$ cat config.mk
export PLATFORM = sky130hd
export DESIGN_NAME = pio_edge_irq
export DESIGN_NICKNAME = d
export VERILOG_FILES = /design/src/rtl/pio_edge_irq.sv
export SDC_FILE = /design/constraint.sdc
export NUM_CORES = 1
export LEC_CHECK = 0
export CORE_ASPECT_RATIO = 1.25
export CORE_MARGIN = 5
export CORE_UTILIZATION = 49
export CTS_BUF_LIST = sky130_fd_sc_hd__clkbuf_2 sky130_fd_sc_hd__clkbuf_4 sky130_fd_sc_hd__clkbuf_8
export DETAILED_ROUTE_END_ITERATION = 8
export MAX_ROUTING_LAYER = met4
export PLACE_DENSITY = 0.78
export SYNTH_ARGS = -nofsm -noshare
export SYNTH_HDL_FRONTEND = slang
export SYNTH_SLANG_ARGS = --single-unit
$ cat constraint.sdc
create_clock -name clk_clk -period 1.4 [get_ports clk_clk]
set_clock_uncertainty 0.2 [all_clocks]
set_input_delay 0.14 -clock clk_clk [delete_from_list [all_inputs] [get_ports clk_clk]]
set_output_delay 0.14 -clock clk_clk [all_outputs]
set_load 0.05 [all_outputs]
$ cat src/rtl/pio_edge_irq.sv
// Avalon-MM parallel I/O: output port with atomic set/clear,
// input port with sync, debounce, edge capture and masked irq.
module pio_edge_irq #(
  parameter int WIDTH = 10,
  parameter int SYNC_STAGES = 2,
  parameter int DEBOUNCE_CYCLES = 0,
  parameter int EDGE_TYPE = 0,
  parameter logic [WIDTH-1:0] RESET_OUT = '0
) (
  input  logic             clk_clk,
  input  logic             reset_reset_n,
  input  logic [2:0]       s0_address,
  input  logic             s0_read,
  input  logic             s0_write,
  input  logic [31:0]      s0_writedata,
  output logic [31:0]      s0_readdata,
  output logic             irq,
  input  logic [WIDTH-1:0] pio_in_export,
  output logic [WIDTH-1:0] pio_out_export
);

  localparam logic [2:0] A_DIN  = 3'd0;
  localparam logic [2:0] A_DOUT = 3'd1;
  localparam logic [2:0] A_SET  = 3'd2;
  localparam logic [2:0] A_CLR  = 3'd3;
  localparam logic [2:0] A_MASK = 3'd4;
  localparam logic [2:0] A_CAP  = 3'd5;

  localparam int SETTLE = SYNC_STAGES + DEBOUNCE_CYCLES + 1;
  localparam int SW = $clog2(SETTLE + 1);
  localparam logic [SW-1:0] SETTLE_END = SW'(SETTLE);

  logic [WIDTH-1:0] r_out;
  logic [WIDTH-1:0] r_mask;
  logic [WIDTH-1:0] r_cap;
  logic [WIDTH-1:0] r_prev;
  logic             r_irq;
  logic [31:0]      r_rdata;
  logic [SW-1:0]    r_settle;
  logic [SYNC_STAGES-1:0][WIDTH-1:0] r_sync;

  logic [WIDTH-1:0] w_wd;
  logic [WIDTH-1:0] w_sync;
  logic [WIDTH-1:0] w_stable;
  logic [WIDTH-1:0] w_rise;
  logic [WIDTH-1:0] w_fall;
  logic [WIDTH-1:0] w_edge;
  logic [WIDTH-1:0] w_cap_set;
  logic [WIDTH-1:0] w_cap_clr;
  logic [WIDTH-1:0] w_out_nxt;
  logic [WIDTH-1:0] w_rd_val;
  logic             w_wr_dout;
  logic             w_wr_set;
  logic             w_wr_clr;
  logic             w_wr_mask;
  logic             w_wr_cap;
  logic             w_settled;
  logic             w_unused;

  // Bits of writedata above WIDTH are intentionally dropped.
  assign w_wd = s0_writedata[WIDTH-1:0];
  assign w_unused = ^s0_writedata;

  assign w_wr_dout = s0_write && (s0_address == A_DOUT);
  assign w_wr_set  = s0_write && (s0_address == A_SET);
  assign w_wr_clr  = s0_write && (s0_address == A_CLR);
  assign w_wr_mask = s0_write && (s0_address == A_MASK);
  assign w_wr_cap  = s0_write && (s0_address == A_CAP);

  // Next output value: plain write, atomic set or atomic clear.
  always_comb begin
    w_out_nxt = r_out;
    unique case (1'b1)
      w_wr_dout: w_out_nxt = w_wd;
      w_wr_set:  w_out_nxt = r_out | w_wd;
      w_wr_clr:  w_out_nxt = r_out & ~w_wd;
      default:   w_out_nxt = r_out;
    endcase
  end

  // Output register.
  always_ff @(posedge clk_clk or negedge reset_reset_n) begin
    if (!reset_reset_n) r_out <= RESET_OUT;
    else                r_out <= w_out_nxt;
  end

  assign pio_out_export = r_out;

  // Input synchronizer chain; last stage feeds the debouncer.
  always_ff @(posedge clk_clk or negedge reset_reset_n) begin
    if (!reset_reset_n) begin
      r_sync <= '0;
    end else begin
      r_sync[0] <= pio_in_export;
      for (int i = 1; i < SYNC_STAGES; i++)
        r_sync[i] <= r_sync[i-1];
    end
  end

  assign w_sync = r_sync[SYNC_STAGES-1];

  generate
    if (DEBOUNCE_CYCLES == 0) begin : g_nodb
      assign w_stable = w_sync;
    end else begin : g_db
      localparam int CW = $clog2(DEBOUNCE_CYCLES + 1);
      localparam logic [CW-1:0] C_LAST = CW'(DEBOUNCE_CYCLES - 1);
      for (genvar b = 0; b < WIDTH; b++) begin : g_bit
        logic [CW-1:0] r_cnt;
        logic          r_stb;
        // Accept a new level only after it has persisted long enough.
        always_ff @(posedge clk_clk or negedge reset_reset_n) begin
          if (!reset_reset_n) begin
            r_cnt <= '0;
            r_stb <= 1'b0;
          end else if (w_sync[b] == r_stb) begin
            r_cnt <= '0;
          end else if (r_cnt == C_LAST) begin
            r_cnt <= '0;
            r_stb <= w_sync[b];
          end else begin
            r_cnt <= r_cnt + 1'b1;
          end
        end
        assign w_stable[b] = r_stb;
      end
    end
  endgenerate

  // Settle guard: hold off capture until the input path has filled.
  always_ff @(posedge clk_clk or negedge reset_reset_n) begin
    if (!reset_reset_n)   r_settle <= '0;
    else if (!w_settled)  r_settle <= r_settle + 1'b1;
  end

  assign w_settled = (r_settle == SETTLE_END);

  // Previous debounced value, tracked even while settling.
  always_ff @(posedge clk_clk or negedge reset_reset_n) begin
    if (!reset_reset_n) r_prev <= '0;
    else                r_prev <= w_stable;
  end

  assign w_rise = w_stable & ~r_prev;
  assign w_fall = ~w_stable & r_prev;

  // Edge selection by configured type.
  always_comb begin
    w_edge = w_rise ^ w_fall;
    unique case (EDGE_TYPE)
      0:       w_edge = w_rise;
      1:       w_edge = w_fall;
      default: w_edge = w_rise ^ w_fall;
    endcase
  end

  assign w_cap_set = w_settled ? w_edge : '0;
  assign w_cap_clr = w_wr_cap ? w_wd : '0;

  // Edge capture; a new edge overrides a same-cycle W1C.
  always_ff @(posedge clk_clk or negedge reset_reset_n) begin
    if (!reset_reset_n) r_cap <= '0;
    else                r_cap <= (r_cap & ~w_cap_clr) | w_cap_set;
  end

  // Interrupt mask register.
  always_ff @(posedge clk_clk or negedge reset_reset_n) begin
    if (!reset_reset_n) r_mask <= '0;
    else if (w_wr_mask) r_mask <= w_wd;
  end

  // Registered level interrupt.
  always_ff @(posedge clk_clk or negedge reset_reset_n) begin
    if (!reset_reset_n) r_irq <= 1'b0;
    else                r_irq <= |(r_cap & r_mask);
  end

  assign irq = r_irq;

  // Read mux; write-only and reserved words read as zero.
  always_comb begin
    w_rd_val = '0;
    unique case (s0_address)
      A_DIN:   w_rd_val = w_stable;
      A_DOUT:  w_rd_val = r_out;
      A_MASK:  w_rd_val = r_mask;
      A_CAP:   w_rd_val = r_cap;
      default: w_rd_val = '0;
    endcase
  end

  // Read data holds until the next read strobe.
  always_ff @(posedge clk_clk or negedge reset_reset_n) begin
    if (!reset_reset_n) r_rdata <= '0;
    else if (s0_read)   r_rdata <= 32'(w_rd_val);
  end

  assign s0_readdata = r_rdata;

endmodule

# [Word level (Yosys, flattened, before mapping)]
# Index checks and enable logic that the tools add are counted.
[op_classes] addsub=1 n_eq_ne=6 n_mux=4 bitwise_logic=9 n_reduce_logical=8
[op_table] cell="$and A10 B10 Y10" n=4
[op_table] cell="$pmux W10 S4" n=1
[op_table] cell="$not A10 Y10" n=3
[op_table] cell="$pmux W10 S3" n=1
[op_table] cell="$mux W10" n=2
[op_table] cell="$or A10 B10 Y10" n=2
[op_table] cell="$reduce_or A10 Y1" n=1
[op_table] cell="$eq A3 B2 Y1 const B" n=2
[op_table] cell="$eq A3 B3 Y1 const B" n=2
[op_table] cell="$logic_and A1 B1 Y1" n=5
[op_table] cell="$eq A3 B1 Y1 const B" n=1
[op_table] cell="$logic_not A3 Y1" n=1
[op_table] cell="$reduce_bool A3 Y1" n=1
[op_table] cell="$add A2 B1 Y2 const B" n=1
[op_table] cell="$eq A2 B2 Y1 const B" n=1
[word_totals] ff_bits=73 word_cells=37

# [Logic depth before layout (Yosys ltp)]
[logic_depth] ltp_word=6 mapped_depth=6

# [Least setup slack after synthesis]
# OpenSTA, ideal clock, no wires.
[synth_path] path_type="flip-flop to flip-flop" start="register r_out[8], in the netlist pio_out_export[8]" end="register r_rdata[8], in the netlist s0_readdata[8]" setup_ns=0.138 arrival_time_ns=1.232 path_slack_ns=-0.170 path_stages_with_launch=4 n_path_buf=0 synth_period_minus_slack_ns=1.570 cell_sequence="dfrtp_1 mux4_1 inv_1 o22ai_1"
[synth_via] elab_chain_cells=1
[synth_rtl] element="start, declared" line_no="33" text="logic [WIDTH-1:0] r_out;"
[synth_rtl] element="start signal, assigned" line_no="84" text="else r_out <= w_out_nxt;"
[synth_rtl] element="$pmux W10 S4" line_no="183" text="unique case (s0_address)"
[synth_rtl] element="end signal, assigned" line_no="195" text="else if (s0_read) r_rdata <= 32'(w_rd_val);"
[synth_rtl] element="end, declared" line_no="38" text="logic [31:0] r_rdata;"
# Every way passes these cells.
# A chain may end at the register's enable or synchronous reset.

# [Worst setup path after layout]
[layout_path] start="register r_out[9], in the netlist pio_out_export[9]" end="output pio_out_export[9]"
[layout_lines] element="end, declared" line_no="19" text="output logic [WIDTH-1:0] pio_out_export"
# No word-level cell between the ends.

==> insert_results.sql <==
INSERT INTO impl_metrics (metric_group, metric, value, unit) VALUES
('global_routing', 'maximum_number_of_pins_on_one_net_before_global_route_repair', '74', ''),
('power', 'power_report.internal_total', '4.04', 'mW'),
('global_routing', 'use_met1', '0.254', ''),
('power', 'p_per_area', '1370', 'nW/um^2'),
('placement', 'placed_area', '4070', 'um^2'),
('sta', 'postLayoutSetupSlackWorst', '0.0275', 'ns'),
('clock_tree', 'clk_transition_reported_paths', '0.07', 'ns'),
('clock_tree', 'clock_tree.buffer_depth', '2', ''),
('finish', 'sequential_cell_area', '1840', 'um^2'),
('global_routing', 'gr-max-usage-layer', 'met2', ''),
('global_routing', 'antenna_violations_before_repair', '0', ''),
('logic_synthesis', 'number_of_synthesized_flops_with_an_enable_pin', '0', ''),
('logic_synthesis', 'synth-warning-count', '0', ''),
('placement', 'io_buffer_count', '47', ''),
('drt', 'drt_iter0_drc', '206', ''),
('floorplanning', 'die-height', '99.2', 'um'),
('logic_synthesis', 'mean_cell_area_of_the_mapped_netlist', '12.8', 'um^2'),
('drt', 'drt.antenna.violating_nets', '0', ''),
('sta', 'final.setup.tns', '0', 'ns'),
('floorplanning', 'start_util', '0.503', ''),
('critical_path', 'critical_path.endpoint_type', 'primary output', ''),
('sta', 'post-route-min-period', '1.37', 'ns'),
('clock_tree', 'latest_clock_arrival_within_the_worst_skew_pair', '0.35', 'ns'),
('power', 'finalPower', '5.85', 'mW'),
('finish', 'fin_nets', '373', ''),
('critical_path', 'critical_path_peak_fanout', '3', ''),
('critical_path', 'worst_ep_required_time', '1.06', 'ns'),
('finish', 'area_delta_synth_final', '36.9', '%'),
('power', 'power_frac_seq', '0.441', ''),
('finish', 'area_taken_by_multi_input_logic_gates', '1050', 'um^2'),
('power', 'switching_share', '0.310', ''),
('global_routing', 'grt_util_met2', '0.282', ''),
('logic_synthesis', 'ys_seq_elements', '73', ''),
('sta', 'achievable-frequency', '729', 'MHz'),
('power', 'p_sw', '1.81', 'mW'),
('floorplanning', 'placement_rows', '32', ''),
('placement', 'routabilityCongestion', '0.869', ''),
('power', 'max-vdd-ir-drop', '0.857', 'mV'),
('logic_synthesis', 'post_synth_instance_area', '3120', 'um^2'),
('sta', 'report.final.slew_viol_count', '0', ''),
('sta', 'grt_setup_unrepaired', 'yes', ''),
('global_routing', 'globalRouteTotalUtil', '0.193', ''),
('run', 'max-cap-violations', '0', ''),
('finish', 'final.fill_count', '449', ''),
('global_routing', 'grt.met3_usage', '0.0507', ''),
('outcome', 'run_status', 'finished, final reports clean', ''),
('placement', 'hpwl', '4960', 'um'),
('global_routing', 'grt_first_pass_wirelength', '11300', 'um'),
('floorplanning', 'fp.coreArea', '6210', 'um^2'),
('drt', 'wire_length_after_detailed_routing', '6850', 'um'),
('drt', 'detail_route.drc_violations', '0', ''),
('placement', 'dp_slack', '-0.513', 'ns'),
('floorplanning', 'ios', '92', ''),
('critical_path', 'worst-setup-path-type', 'reg -> out', ''),
('logic_synthesis', 'synth-seq-area-share', '0.585', ''),
('drt', 'post_dr_vias_cell', '5.19', ''),
('logic_synthesis', 'synth-main-ff-cell', 'dfrtp_1', ''),
('global_routing', 'first_global_vias', '2255', ''),
('critical_path', 'worstSetupStartpointType', 'flop', ''),
('floorplanning', 'floorplan.die.width', '81.4', 'um'),
('power', 'comb_power_share', '0.280', ''),
('power', 'clock_power_share', '0.279', ''),
('finish', 'antenna_cells_inserted', '0', ''),
('logic_synthesis', 'post_synth_num_cell_types', '30', ''),
('drt', 'via_count', '2145', ''),
('logic_synthesis', 'postSynthCellCount', '243', ''),
('clock_tree', 'number_of_buffers_created_by_cts', '9', ''),
('clock_tree', 'cts_tree', 'built', ''),
('global_routing', 'grt_overflow_total', '0', ''),
('finish', 'final_design_area_no_fill', '4270', 'um^2'),
('drt', 'routed_wire_length_per_instance', '16.6', 'um'),
('clock_tree', 'htree_num_levels', '3', ''),
('clock_tree', 'clock_sink_count', '73', ''),
('drt', 'drt_pass1_iterations', '4', ''),
('critical_path', 'worstPathArrival', '1.03', 'ns'),
('clock_tree', 'cts-root-buf', 'clkbuf_8', ''),
('sta', 'setup_viol', '0', ''),
('floorplanning', 'area_enclosed_by_the_die_boundary', '8070', 'um^2'),
('sta', 'hold_violations', '0', ''),
('finish', 'drive_gt1_frac', '0.323', ''),
('worst_hold_path', 'min-delay-path-class', 'in -> reg', ''),
('sta', 'final.period_utilization', '0.980', ''),
('logic_synthesis', 'synth-async-reset-ratio', '1.00', ''),
('power', 'total_leakage_power', '1.91', 'nW');
==> synth_stat cells, types with 3 or more instances <==
| cell | n | area share |
|---|---|---|
| dfrtp_1 | 73 | 0.59 |
| nand2_1 | 39 | 0.047 |
| buf_4 | 22 | 0.053 |
| inv_1 | 20 | 0.024 |
| o22ai_1 | 18 | 0.036 |
| mux2_2 | 11 | 0.040 |
| a221o_1 | 10 | 0.032 |
| o2bb2ai_1 | 10 | 0.028 |
| mux4_1 | 9 | 0.076 |
| clkbuf_1 | 5 | 0.0060 |
| a22oi_1 | 3 | 0.0072 |
| buf_2 | 3 | 0.0048 |
| nand3b_1 | 3 | 0.0072 |
==> sequential cells by signal (all words and copies together), names as in the netlist <==
signal          count
r_mask             10
r_sync             10
s0_readdata        10
w_stable           10
r_cap              10
r_settle            2
pio_out_export     10
r_prev             10
irq                 1
==> layout make-up <==
class	count	area share
timing repair buffer	81	0.233
multi-input combinational	138	0.247
clock inverter	5	0.0129
tap	85	0.0249
inverter	20	0.0176
clock buffer	11	0.0340
sequential	73	0.431
==> cell families (layout without fill, tap and decap cells) <==
kind of cell,count (synthesis),in the layout,synth area share
muxes,21,21,0.123
DFF,73,73,0.585
buffers and inverters,53,117,0.0990
adders and majority gates,1,1,0.00401
and+or+nand+nor,48,48,0.0726
AOI/OAI and AO/OA,45,45,0.112
other,1,22,0.00120
xor gates and xnor gates,1,1,0.00281
==> power groups by stage <==
| stage | clock network [mW] | logic (mW) | registers [mW] |
|---|---|---|---|
| 2_1_floorplan | 0 | 0.573 | 2.87 |
| 3_3_place_gp | 0 | 1.68 | 2.55 |
| 3_5_place_dp | 0 | 1.72 | 2.57 |
| 4_1_cts | 1.67 | 1.64 | 2.57 |
| 5_1_grt | 1.78 | 1.73 | 2.60 |
| 6_report | 1.63 | 1.64 | 2.58 |
==> through the flow <==
stage,instances,util,hold slack [ns]
after floorplan,264,-,-0.356
after detailed placement,402,0.656,-0.000985
after CTS,413,0.687,0.0193
final,413,0.688,0.0279
after global placement,402,0.656,-0.00863
after global routing,413,0.688,0.0148
==> cells in the final DEF, fill, tap and decap left out, types with 11 or more instances in the layout <==
cell type	count
dfrtp_1	63
nand2_1	39
buf_12	25
buf_4	24
conb_1	22
clkdlybuf4s50_1	21
inv_1	20
o22ai_1	18
mux2_2	11
==> critical path, stage by stage (launching register included) <==
cell     delay (ns)
dfrtp_2        0.42
buf_6          0.13
buf_12         0.14
==> worst paths after layout <==
check | from | end | slack, ns | cells after the start
worst max register to register | pio_out_export[4]$_DFFE_PN0P_ | s0_readdata[4]$_DFFE_PN0P_ | 0.04 | 3
worst min register to register | r_sync[3]$_DFF_PN0_ | w_stable[3]$_DFF_PN0_ | 0.15 | 0
max in group asynchronous | reset_reset_n | pio_out_export[9]$_DFFE_PN0P_ | 0.54 | 3
worst max-delay path | pio_out_export[9]$_DFFE_PN0P_ | pio_out_export[9] | 0.03 | 2
min in group asynchronous | reset_reset_n | pio_out_export[4]$_DFFE_PN0P_ | 0.16 | 3
worst min-delay path | pio_in_export[0] | r_sync[0]$_DFF_PN0_ | 0.03 | 1
==> layer usage <==
| layer | wire length, um | up-vias | part of all wire |
|---|---|---|---|
| met5 | 0 | - | 0 |
| met4 | 184 | 0 | 0.027 |
| met2 | 3320 | 98 | 0.48 |
| met1 | 2740 | 1056 | 0.40 |
| li1 | - | 978 | - |
| met3 | 605 | 13 | 0.088 |
==> repair_timing <==
action,4_1_cts,5_1_grt
gates resized for setup,11,2
hold buffers,1,0
gates cloned,0,0
pin swaps,1,0
buffers inserted,0,0
hold endpoints to repair,73,0
endpoints found under the setup margin,48,3
(Power assumes the default switching activity.)
